--- config.mk ---
export PLATFORM = sky130hd
export DESIGN_NAME = iicmb_txn_sequencer_flat
export DESIGN_NICKNAME = d
export VERILOG_FILES = /design/src/rtl/iicmb_txn_sequencer_if.sv /design/src/rtl/iicmb_txn_sequencer.sv /design/src/flat_wrapper.sv
export SDC_FILE = /design/constraint.sdc
export NUM_CORES = 1
export LEC_CHECK = 0
export CAP_MARGIN = 30
export CELL_PAD_IN_SITES_DETAIL_PLACEMENT = 1
export CELL_PAD_IN_SITES_GLOBAL_PLACEMENT = 2
export CORE_AREA = 2 2 82 163
export DETAILED_ROUTE_END_ITERATION = 16
export DIE_AREA = 0 0 84 165
export PLACE_DENSITY_LB_ADDON = 0.1
export SKIP_LAST_GASP = 1
export SYNTH_ARGS = -nofsm -noshare
export SYNTH_HDL_FRONTEND = slang
export SYNTH_SLANG_ARGS = --single-unit
--- constraint.sdc ---
create_clock -name clk_i -period 2.1 [get_ports clk_i]
set_input_delay 0.42 -clock clk_i [delete_from_list [all_inputs] [get_ports clk_i]]
set_output_delay 0.42 -clock clk_i [all_outputs]
set_load 0.01 [all_outputs]
--- src/rtl/iicmb_txn_sequencer_if.sv ---
// Request/response handshake plus the Wishbone and irq lines between the
// transfer sequencer and its host/IICMB environment.
interface iicmb_txn_sequencer_if #(
  parameter int WB_ADDR_WIDTH  = 2,
  parameter int WB_DATA_WIDTH  = 8,
  parameter int I2C_ADDR_WIDTH = 7
);
  logic                      req_valid;
  logic                      req_ready;
  logic                      req_op;
  logic [7:0]                req_bus_id;
  logic [I2C_ADDR_WIDTH-1:0] req_slave_addr;
  logic [WB_DATA_WIDTH-1:0]  req_wdata;

  logic                      rsp_valid;
  logic [WB_DATA_WIDTH-1:0]  rsp_rdata;
  logic [1:0]                rsp_status;

  logic                      cyc_o;
  logic                      stb_o;
  logic                      we_o;
  logic [WB_ADDR_WIDTH-1:0]  adr_o;
  logic [WB_DATA_WIDTH-1:0]  dat_o;
  logic [WB_DATA_WIDTH-1:0]  dat_i;
  logic                      ack_i;
  logic                      irq_i;

  modport master (
    input  req_valid, req_op, req_bus_id, req_slave_addr, req_wdata,
    output req_ready,
    output rsp_valid, rsp_rdata, rsp_status,
    output cyc_o, stb_o, we_o, adr_o, dat_o,
    input  dat_i, ack_i, irq_i
  );

  modport slave (
    output req_valid, req_op, req_bus_id, req_slave_addr, req_wdata,
    input  req_ready,
    input  rsp_valid, rsp_rdata, rsp_status,
    input  cyc_o, stb_o, we_o, adr_o, dat_o,
    output dat_i, ack_i, irq_i
  );
endinterface

--- src/rtl/iicmb_txn_sequencer.sv ---
// Wishbone master that drives the IICMB controller through one complete
// single-byte I2C write or read and reports the read byte and status.
module iicmb_txn_sequencer #(
  parameter int WB_ADDR_WIDTH  = 2,
  parameter int WB_DATA_WIDTH  = 8,
  parameter int I2C_ADDR_WIDTH = 7,
  parameter int IRQ_TIMEOUT    = 65535
) (
  input  logic                  clk_i,
  input  logic                  rst_i,
  iicmb_txn_sequencer_if.master bus
);

  typedef enum logic [3:0] {
    S_EN, S_IDLE,
    S_SETBUS_DPR, S_SETBUS_CMD, S_START_CMD,
    S_ADDR_DPR, S_ADDR_CMD, S_DATA_DPR, S_DATA_CMD,
    S_RDNAK_CMD, S_RD_DPR, S_STOP_CMD,
    S_CW_IRQ, S_CW_READ, S_RSP
  } state_e;

  typedef enum logic [2:0] {
    PH_SETBUS, PH_START, PH_ADDR, PH_DATA, PH_RDNAK, PH_STOP
  } phase_e;

  localparam logic [WB_ADDR_WIDTH-1:0] ADR_CSR  = WB_ADDR_WIDTH'(0);
  localparam logic [WB_ADDR_WIDTH-1:0] ADR_DPR  = WB_ADDR_WIDTH'(1);
  localparam logic [WB_ADDR_WIDTH-1:0] ADR_CMDR = WB_ADDR_WIDTH'(2);

  localparam logic [WB_DATA_WIDTH-1:0] CSR_ENABLE   = WB_DATA_WIDTH'(8'hC0);
  localparam logic [WB_DATA_WIDTH-1:0] CMD_SETBUS   = WB_DATA_WIDTH'(8'h06);
  localparam logic [WB_DATA_WIDTH-1:0] CMD_START    = WB_DATA_WIDTH'(8'h04);
  localparam logic [WB_DATA_WIDTH-1:0] CMD_WRITE    = WB_DATA_WIDTH'(8'h01);
  localparam logic [WB_DATA_WIDTH-1:0] CMD_READ_NAK = WB_DATA_WIDTH'(8'h03);
  localparam logic [WB_DATA_WIDTH-1:0] CMD_STOP     = WB_DATA_WIDTH'(8'h05);

  localparam logic [1:0] ST_OK  = 2'b00;
  localparam logic [1:0] ST_NAK = 2'b01;
  localparam logic [1:0] ST_ERR = 2'b10;
  localparam logic [1:0] ST_TMO = 2'b11;

  localparam logic [15:0] TMO_LAST = 16'(IRQ_TIMEOUT - 1);

  state_e                    state_q, state_d;
  phase_e                    phase_q, phase_d;
  logic [1:0]                status_q, status_d;
  logic [WB_DATA_WIDTH-1:0]  rdByte_q, rdByte_d;
  logic                      gap_q;
  logic [15:0]               tmoCnt_q;

  logic                      op_q;
  logic [7:0]                busId_q;
  logic [I2C_ADDR_WIDTH-1:0] slaveAddr_q;
  logic [WB_DATA_WIDTH-1:0]  wdata_q;
  logic [WB_DATA_WIDTH-1:0]  rspRdata_q;
  logic [1:0]                rspStatus_q;

  logic                      accReq;
  logic                      accWe;
  logic [WB_ADDR_WIDTH-1:0]  accAdr;
  logic [WB_DATA_WIDTH-1:0]  accDat;
  logic                      wbCyc;
  logic                      wbAck;
  logic                      accept;

  // gap_q forces one idle cycle after every acknowledged access
  assign wbCyc  = accReq && !gap_q;
  assign wbAck  = wbCyc && bus.ack_i;
  assign accept = (state_q == S_IDLE) && bus.req_valid;

  always_ff @(posedge clk_i) begin
    if (rst_i) begin
      state_q  <= S_EN;
      phase_q  <= PH_SETBUS;
      status_q <= ST_OK;
      rdByte_q <= '0;
      gap_q    <= 1'b1;
    end else begin
      state_q  <= state_d;
      phase_q  <= phase_d;
      status_q <= status_d;
      rdByte_q <= rdByte_d;
      gap_q    <= wbAck;
    end
  end

  always_comb begin
    state_d  = state_q;
    phase_d  = phase_q;
    status_d = status_q;
    rdByte_d = rdByte_q;
    case (state_q)
      S_EN:         if (wbAck) state_d = S_IDLE;
      S_IDLE: begin
        if (bus.req_valid) begin
          state_d  = S_SETBUS_DPR;
          status_d = ST_OK;
          rdByte_d = '0;
        end
      end
      S_SETBUS_DPR: if (wbAck) state_d = S_SETBUS_CMD;
      S_SETBUS_CMD: if (wbAck) begin state_d = S_CW_IRQ; phase_d = PH_SETBUS; end
      S_START_CMD:  if (wbAck) begin state_d = S_CW_IRQ; phase_d = PH_START;  end
      S_ADDR_DPR:   if (wbAck) state_d = S_ADDR_CMD;
      S_ADDR_CMD:   if (wbAck) begin state_d = S_CW_IRQ; phase_d = PH_ADDR;   end
      S_DATA_DPR:   if (wbAck) state_d = S_DATA_CMD;
      S_DATA_CMD:   if (wbAck) begin state_d = S_CW_IRQ; phase_d = PH_DATA;   end
      S_RDNAK_CMD:  if (wbAck) begin state_d = S_CW_IRQ; phase_d = PH_RDNAK;  end
      S_STOP_CMD:   if (wbAck) begin state_d = S_CW_IRQ; phase_d = PH_STOP;   end
      S_RD_DPR: begin
        if (wbAck) begin
          rdByte_d = bus.dat_i;
          state_d  = S_STOP_CMD;
        end
      end
      S_CW_IRQ: begin
        if (bus.irq_i) begin
          state_d = S_CW_READ;
        end else if (tmoCnt_q == TMO_LAST) begin
          if (status_q == ST_OK) status_d = ST_TMO;
          state_d = (phase_q == PH_STOP) ? S_RSP : S_STOP_CMD;
        end
      end
      // A CMDR value with no error bits is taken as DON
      S_CW_READ: begin
        if (wbAck) begin
          if (bus.dat_i[5] || bus.dat_i[4]) begin
            if (status_q == ST_OK) status_d = ST_ERR;
            state_d = S_RSP;
          end else if (phase_q == PH_STOP) begin
            state_d = S_RSP;
          end else if (bus.dat_i[6]) begin
            if (status_q == ST_OK) status_d = ST_NAK;
            state_d = S_STOP_CMD;
          end else begin
            case (phase_q)
              PH_SETBUS: state_d = S_START_CMD;
              PH_START:  state_d = S_ADDR_DPR;
              PH_ADDR:   state_d = op_q ? S_RDNAK_CMD : S_DATA_DPR;
              PH_DATA:   state_d = S_STOP_CMD;
              PH_RDNAK:  state_d = S_RD_DPR;
              default:   state_d = S_RSP;
            endcase
          end
        end
      end
      S_RSP:   state_d = S_IDLE;
      default: state_d = S_EN;
    endcase
  end

  always_comb begin
    accReq = 1'b0;
    accWe  = 1'b0;
    accAdr = ADR_CSR;
    accDat = '0;
    case (state_q)
      S_EN:         begin accReq = 1'b1; accWe = 1'b1; accAdr = ADR_CSR;  accDat = CSR_ENABLE; end
      S_SETBUS_DPR: begin accReq = 1'b1; accWe = 1'b1; accAdr = ADR_DPR;  accDat = WB_DATA_WIDTH'(busId_q); end
      S_SETBUS_CMD: begin accReq = 1'b1; accWe = 1'b1; accAdr = ADR_CMDR; accDat = CMD_SETBUS; end
      S_START_CMD:  begin accReq = 1'b1; accWe = 1'b1; accAdr = ADR_CMDR; accDat = CMD_START; end
      S_ADDR_DPR:   begin accReq = 1'b1; accWe = 1'b1; accAdr = ADR_DPR;  accDat = WB_DATA_WIDTH'({slaveAddr_q, op_q}); end
      S_ADDR_CMD:   begin accReq = 1'b1; accWe = 1'b1; accAdr = ADR_CMDR; accDat = CMD_WRITE; end
      S_DATA_DPR:   begin accReq = 1'b1; accWe = 1'b1; accAdr = ADR_DPR;  accDat = wdata_q; end
      S_DATA_CMD:   begin accReq = 1'b1; accWe = 1'b1; accAdr = ADR_CMDR; accDat = CMD_WRITE; end
      S_RDNAK_CMD:  begin accReq = 1'b1; accWe = 1'b1; accAdr = ADR_CMDR; accDat = CMD_READ_NAK; end
      S_STOP_CMD:   begin accReq = 1'b1; accWe = 1'b1; accAdr = ADR_CMDR; accDat = CMD_STOP; end
      S_RD_DPR:     begin accReq = 1'b1; accAdr = ADR_DPR; end
      S_CW_READ:    begin accReq = 1'b1; accAdr = ADR_CMDR; end
      default:      accReq = 1'b0;
    endcase
  end

  // Request fields, irq watchdog and the held response registers
  always_ff @(posedge clk_i) begin
    if (rst_i) begin
      op_q        <= 1'b0;
      busId_q     <= '0;
      slaveAddr_q <= '0;
      wdata_q     <= '0;
      tmoCnt_q    <= '0;
      rspRdata_q  <= '0;
      rspStatus_q <= ST_OK;
    end else begin
      if (accept) begin
        op_q        <= bus.req_op;
        busId_q     <= bus.req_bus_id;
        slaveAddr_q <= bus.req_slave_addr;
        wdata_q     <= bus.req_wdata;
      end
      tmoCnt_q <= (state_q == S_CW_IRQ) ? tmoCnt_q + 16'd1 : 16'd0;
      if (state_d == S_RSP && state_q != S_RSP) begin
        rspStatus_q <= status_d;
        rspRdata_q  <= (status_d == ST_OK && op_q) ? rdByte_q : '0;
      end
    end
  end

  assign bus.cyc_o      = wbCyc;
  assign bus.stb_o      = wbCyc;
  assign bus.we_o       = wbCyc && accWe;
  assign bus.adr_o      = wbCyc ? accAdr : '0;
  assign bus.dat_o      = (wbCyc && accWe) ? accDat : '0;
  assign bus.req_ready  = (state_q == S_IDLE);
  assign bus.rsp_valid  = (state_q == S_RSP);
  assign bus.rsp_rdata  = rspRdata_q;
  assign bus.rsp_status = rspStatus_q;

endmodule

--- src/flat_wrapper.sv ---
// flat-port wrapper written by rule: the top's interface ports become plain ports
module iicmb_txn_sequencer_flat 
#(
  parameter int WB_ADDR_WIDTH  = 2,
  parameter int WB_DATA_WIDTH  = 8,
  parameter int I2C_ADDR_WIDTH = 7,
  parameter int IRQ_TIMEOUT    = 65535
)
  (clk_i, rst_i, bus_req_valid, bus_req_op, bus_req_bus_id, bus_req_slave_addr, bus_req_wdata, bus_req_ready, bus_rsp_valid, bus_rsp_rdata, bus_rsp_status, bus_cyc_o, bus_stb_o, bus_we_o, bus_adr_o, bus_dat_o, bus_dat_i, bus_ack_i, bus_irq_i);
  iicmb_txn_sequencer_if #(.WB_ADDR_WIDTH(WB_ADDR_WIDTH), .WB_DATA_WIDTH(WB_DATA_WIDTH), .I2C_ADDR_WIDTH(I2C_ADDR_WIDTH)) bus_i ();
  input  logic clk_i;
  input  logic rst_i;
  input wire logic [$bits(bus_i.req_valid)-1:0] bus_req_valid;
  input wire logic [$bits(bus_i.req_op)-1:0] bus_req_op;
  input wire logic [$bits(bus_i.req_bus_id)-1:0] bus_req_bus_id;
  input wire logic [$bits(bus_i.req_slave_addr)-1:0] bus_req_slave_addr;
  input wire logic [$bits(bus_i.req_wdata)-1:0] bus_req_wdata;
  output wire logic [$bits(bus_i.req_ready)-1:0] bus_req_ready;
  output wire logic [$bits(bus_i.rsp_valid)-1:0] bus_rsp_valid;
  output wire logic [$bits(bus_i.rsp_rdata)-1:0] bus_rsp_rdata;
  output wire logic [$bits(bus_i.rsp_status)-1:0] bus_rsp_status;
  output wire logic [$bits(bus_i.cyc_o)-1:0] bus_cyc_o;
  output wire logic [$bits(bus_i.stb_o)-1:0] bus_stb_o;
  output wire logic [$bits(bus_i.we_o)-1:0] bus_we_o;
  output wire logic [$bits(bus_i.adr_o)-1:0] bus_adr_o;
  output wire logic [$bits(bus_i.dat_o)-1:0] bus_dat_o;
  input wire logic [$bits(bus_i.dat_i)-1:0] bus_dat_i;
  input wire logic [$bits(bus_i.ack_i)-1:0] bus_ack_i;
  input wire logic [$bits(bus_i.irq_i)-1:0] bus_irq_i;
  assign bus_i.req_valid = bus_req_valid;
  assign bus_i.req_op = bus_req_op;
  assign bus_i.req_bus_id = bus_req_bus_id;
  assign bus_i.req_slave_addr = bus_req_slave_addr;
  assign bus_i.req_wdata = bus_req_wdata;
  assign bus_req_ready = bus_i.req_ready;
  assign bus_rsp_valid = bus_i.rsp_valid;
  assign bus_rsp_rdata = bus_i.rsp_rdata;
  assign bus_rsp_status = bus_i.rsp_status;
  assign bus_cyc_o = bus_i.cyc_o;
  assign bus_stb_o = bus_i.stb_o;
  assign bus_we_o = bus_i.we_o;
  assign bus_adr_o = bus_i.adr_o;
  assign bus_dat_o = bus_i.dat_o;
  assign bus_i.dat_i = bus_dat_i;
  assign bus_i.ack_i = bus_ack_i;
  assign bus_i.irq_i = bus_irq_i;
  iicmb_txn_sequencer #(.WB_ADDR_WIDTH(WB_ADDR_WIDTH), .WB_DATA_WIDTH(WB_DATA_WIDTH), .I2C_ADDR_WIDTH(I2C_ADDR_WIDTH), .IRQ_TIMEOUT(IRQ_TIMEOUT)) u_core (.clk_i(clk_i), .rst_i(rst_i), .bus(bus_i));
endmodule
### Word-level counts from Yosys, hierarchy flattened

Index checks and enable logic that the tools add are counted.

* flip-flop bits (word level): 68
* output and inout bits: 25
* word-level logic and storage cells: 112

* $add $sub $neg: 1
* equality and inequality tests: 30
* mux-type cells: 45
* bitwise operators: 1
* reduce and logical (&&, ||, !) cells: 23

Operator list (count)
* one-hot mux 8 bit (9 select lines): 1
* two-way mux 4 bit: 14
* one-hot mux 4 bit (10 select lines): 1
* == test 4 bit, second input constant: 8
* two-way mux 8 bit: 4
* two-way mux 2 bit: 11
* two-way mux 3 bit: 7
* one-hot mux 4 bit (5 select lines): 1
* one-hot mux 3 bit (6 select lines): 1
* adder 16 x 1 -> 16 bit, second input constant: 1
* == test 16 bit, second input constant: 1
* == test 4 x 3 -> 1 bit, second input constant: 4
* one-hot mux 8 bit (2 select lines): 1
* != test 2 x 1 -> 1 bit, second input constant: 7
* OR reduction 12 bit: 1
* OR reduction 10 bit: 1
* == test 4 x 2 -> 1 bit, second input constant: 2
* AND reduction 7 bit: 1
* OR reduction 7 bit: 1
* == test 3 x 2 -> 1 bit, second input constant: 2
* == test 3 bit, second input constant: 2
* logical AND 1 bit: 6
* one-hot mux 2 bit (3 select lines): 1
* nonzero test 6 bit: 1
* 17 further kinds: 20

### Depth between registers and ports, before layout

* depth after elaboration: 10
* mapped depth: 9

### Least setup slack after synthesis

No wires, ideal clock.

* path type: register -> output
* start point: register u_core.state_q[1]
* end point: output port bus_dat_o[6]
* arrival time: 1806 ps
* path slack: -126 ps
* cell stages (with the launch flop): 7
* buffers on the path: 1
* cell sequence: dfxtp_1 > or4b_2 > inv_1 > or3_1 > clkbuf_1 > inv_1 > and3_1

* cells in the longest elaborated chain, start to end: 6
* elaborated cells on any way between the ends: 21

RTL lines
* from (decl): line iicmb_txn_sequencer.sv:44 `state_e state_q, state_d;`
* from (signal assigned): line iicmb_txn_sequencer.sv:79 `state_q <= state_d;`
* == test 4 x 2 -> 1 bit, or another cell as far along: line iicmb_txn_sequencer.sv:157 `case (state_q)`
* OR reduction 12 bit (no source line)
* two-way mux 1 bit: line iicmb_txn_sequencer.sv:157
* logical AND 1 bit: line iicmb_txn_sequencer.sv:67 `assign wbCyc = accReq && !gap_q;`
* logical AND 1 bit *
* via bus_we_o: line flat_wrapper.sv:24 `output wire logic [$bits(bus_i.we_o)-1:0] bus_we_o;`
* two-way mux 8 bit *: line iicmb_txn_sequencer.sv:203 `assign bus.dat_o = (wbCyc && accWe) ? accDat : '0;`
* to (decl): line flat_wrapper.sv:26 `output wire logic [$bits(bus_i.dat_o)-1:0] bus_dat_o;`

The timed path passes the listed nets; every way through them passes the cells marked *.

### Worst setup path in the final report

* start point: register u_core.tmoCnt_q[0]
* end point: register u_core.rspStatus_q[1] (netlist: u_core.bus.rsp_status[1])

* cells in the longest elaborated chain, start to end: 6
* elaborated cells on any way between the ends: 9

RTL lines
* from (decl): line iicmb_txn_sequencer.sv:49 `logic [15:0] tmoCnt_q;`
* from (signal assigned): line iicmb_txn_sequencer.sv:191 `tmoCnt_q <= (state_q == S_CW_IRQ) ? tmoCnt_q + 16'd1 : 16'd0;`
* == test 16 bit *: line iicmb_txn_sequencer.sv:119 `end else if (tmoCnt_q == TMO_LAST) begin`
* two-way mux 4 bit: line iicmb_txn_sequencer.sv:119
* two-way mux 4 bit: line iicmb_txn_sequencer.sv:117 `if (bus.irq_i) begin`
* one-hot mux 4 bit (10 select lines): line iicmb_txn_sequencer.sv:92 `case (state_q)`
* == test 4 bit: line iicmb_txn_sequencer.sv:192 `if (state_d == S_RSP && state_q != S_RSP) begin`
* logical AND 1 bit: line iicmb_txn_sequencer.sv:192
* to (signal assigned): line iicmb_txn_sequencer.sv:193 `rspStatus_q <= status_d;`
* to (decl): line iicmb_txn_sequencer.sv:56 `logic [1:0] rspStatus_q;`

Every way passes the cells marked *; elsewhere a longest branch is shown, timed or not.
A chain may end at the register's enable or synchronous reset.

==> run metrics <==
status=complete, but fails checks; failing checks=setup timing; Setup WS post-layout=-110 ps; final hold vios=0; top_reg_cell synth=dfxtp_1; Slew headroom=about three fifths; non-filler cells in the finished layout=approximately 740; Die Y=roughly 170 um; Crit Path Max Fanout=2; DP Wirelength=roughly 10000 um; starting density of the core=a little over a quarter; FF-to-FF Start=u_core.tmoCnt_q[0]$_SDFF_PP0_; CP peak stage delay=about 430 ps; Slew Viols, Final=0; Die W=about 84 um; total CTS buffers=9; period utilization=105%; die area=around 0.014 mm^2; cell family with most CP delay=simple AND/OR/NAND/NOR gates; Clk Latency, worst-skew pair=340 ps; port bufs=between 60 and 70; Setup CP Type=reg2reg; EDFF count, synth=0; Hold Path Stages=2; Async SR Flop Fraction=0%; row cnt=58; CTS tree=done; Leak=~0.0021 uW; worst hold path endpoint=u_core.bus.rsp_rdata[1]$_SDFFE_PP0P_; yosys warns=0; Worst R2R Path Depth=9; Seq/Total Area, Yosys=between 40% and 50%; RSZ-0062 raised after global routing=true; Final Power=about 3500 uW; clock tree buffer depth=2; Net Count, Synth=approximately 480; Worst-path clk slew=roughly 60 ps; first-pass GRT wire length=20900 um; grt ovf=0; slew of the pin with the lowest slew margin=592 ps; dpl ws=-689 ps; cells after synthesis=~440; Area growth syn-to-layout=60.1%; peak supply drop=around 430 uV; average cell area after synthesis=between 7 and 8 um^2; remaining antenna violation count=0; WP data required=approximately 2300 ps; drt first pass iters=4; initial antenna violation count=0; maxcap violations=0; drt total wl=13100 um; routed vias=approximately 3800; reg-to-reg endpoint=u_core.bus.rsp_status[1]$_SDFFE_PP0P_; critical-path cell list=inv_2 -> ha_4 -> nand3_1 -> or4_4 -> or3_4 -> nand3b_1 -> nand4_1 -> buf_4 -> mux2_4; Hold WC Path Type=reg2reg; DRC viols=0; largest net degree at the start of global routing=39; drt wl/cell=17.8 um; IO Count=62; number of global-route vias before repair=4117; Clock Skew=5.76 ps; post-route minimum period=2210 ps; Core Util, Final=42.9%; final hold slack=between 400 and 500 ps; min-delay src=u_core.rdByte_q[1]$_SDFFE_PP0P_; H-tree Lvls=3; Worst Path Arrival=2430 ps; clock root buffer=clkbuf_16; GPL Wtd Cong=approximately 0.86; Core Region=0.0126 mm^2; Yosys reg bits=68; final setup vio count=13; Post-Synthesis Cell Area=0.00336 mm^2; PD cells=between 600 and 700 mW/mm^2; flop2flop setup slack=-110 ps; Cell variety after synth=just over 50; hold buffers post-CTS=0; critical path's slowest cell=or4_4; Vias per Instance=approximately 5; Final nets=622; # diodes=0; drt initial violations=approximately 170; Crit. End Element=register; crit path buf inv count=2; startpoint types=register; achievable frequency=around 0.45 GHz; clk sinks=between 60 and 70; # placed instances=roughly 710; layout cells sized above 1=between 30 and 40%; GRT Total Usage=between 10% and 20%
==> repair_timing <==
action / CTS / global route
gates resized for setup: 99 / 48
gates cloned: 0 / 0
setup endpoints to repair: 25 / 30
pin swaps: 10 / 16
setup buffers: 15 / 4
==> layout by cell type (no fill, tap or decap), types with 9 or more instances in the layout <==
cell type        count
nor2_1              41
mux2i_1              9
nand2_1             82
a21oi_1             38
nand3_1             13
xor2_1               9
dfxtp_2             11
clkdlybuf4s50_1     46
buf_4               87
buf_6               13
nor3_1               9
o21ai_0             11
clkbuf_16            9
a22oi_1             11
dfxtp_1             55
==> routing by layer <==
metal  vias up  global-route usage (%)  wire length [um]
li1       1811                       -                 -
met1      1828                    18.3              4650
met2        80                    39.4              7490
met3        31                    3.05               322
met4         0                    11.1               639
met5         -                       0                 0
==> worst register-to-register path, delay by kind of cell (launching register included) <==
kind	cells	cell delay, ps
buf+inv	2	250
flops	1	320
simple gates	5	1120
fa+ha+maj	1	130
mux	1	290
==> metrics by stage <==
step                      TNS, ps  area (um^2)
final                        -847         5380
after global routing        -2660         5380
after CTS                   -1810         5210
after detailed placement   -11530         4690
after global placement     -10040         4690
after floorplan             -78.8         3380
==> power breakdown <==
group	switching, uW	internal, uW
logic	318	321
clock network	598	950
registers	24.0	1320
total	939	2590
==> state kept, by name (all words and copies together) (netlist names), 3 cells and up <==
name,flops
u_core.slaveAddr_q,7
u_core.state_q,4
u_core.busId_q,8
u_core.bus.rsp_rdata,8
u_core.rdByte_q,8
u_core.wdata_q,8
u_core.phase_q,3
u_core.tmoCnt_q,16
==> how the worst max path moves through the flow <==
| stage | startpoint | to | slack, ps | depth (start not counted) |
|---|---|---|---|---|
| after detailed placement | bus_req_valid | u_core.bus.rsp_rdata[2]$_SDFFE_PP0P_ | -690 | 7 |
| after global placement | bus_req_valid | u_core.bus.rsp_rdata[2]$_SDFFE_PP0P_ | -520 | 7 |
| after CTS | u_core.state_q[3]$_SDFF_PP0_ | bus_dat_o[2] | -150 | 6 |
| final | u_core.tmoCnt_q[0]$_SDFF_PP0_ | u_core.bus.rsp_status[1]$_SDFFE_PP0P_ | -110 | 9 |
| after floorplan | u_core.tmoCnt_q[7]$_SDFF_PP0_ | u_core.bus.rsp_status[0]$_SDFFE_PP0P_ | -30 | 7 |
| after global routing | u_core.tmoCnt_q[9]$_SDFF_PP0_ | u_core.bus.rsp_status[1]$_SDFFE_PP0P_ | -170 | 7 |
==> kinds of logic after synthesis <==
family | after synthesis | share of synthesized area, %
fa+ha+maj | 2 | 0.744
simple gates | 204 | 27.6
buf+inv | 39 | 4.73
mux | 11 | 3.57
compound gates | 101 | 19.2
flops | 68 | 40.5
xor+xnor | 14 | 3.65
==> cell usage after synthesis (5+ instances only) <==
cell type	instances	area (um^2)
nand3_1	14	70.1
dfxtp_1	68	1360
inv_1	12	45.0
nand4_1	6	37.5
clkbuf_1	22	82.6
a21oi_1	40	200
nor3_1	10	50.1
nor2_1	53	199
nand2_1	84	315
mux2i_1	9	90.1
a22oi_1	14	105
xor2_1	9	78.8
xnor2_1	5	43.8
nand2b_1	5	31.3
nor2b_1	10	62.6
o21ai_0	14	70.1
==> cell type report <==
class                   instances  area (um^2)
fillers                      1518         7170
multi-input cells             332         2060
flip-flops and latches         68         1380
well taps                     150          188
inverters                      12         51.3
repair buffers                160         1400
clock buffers                  10          239
clock inverters                 6         62.6
No activity file was read; power rests on OpenSTA's default activity.
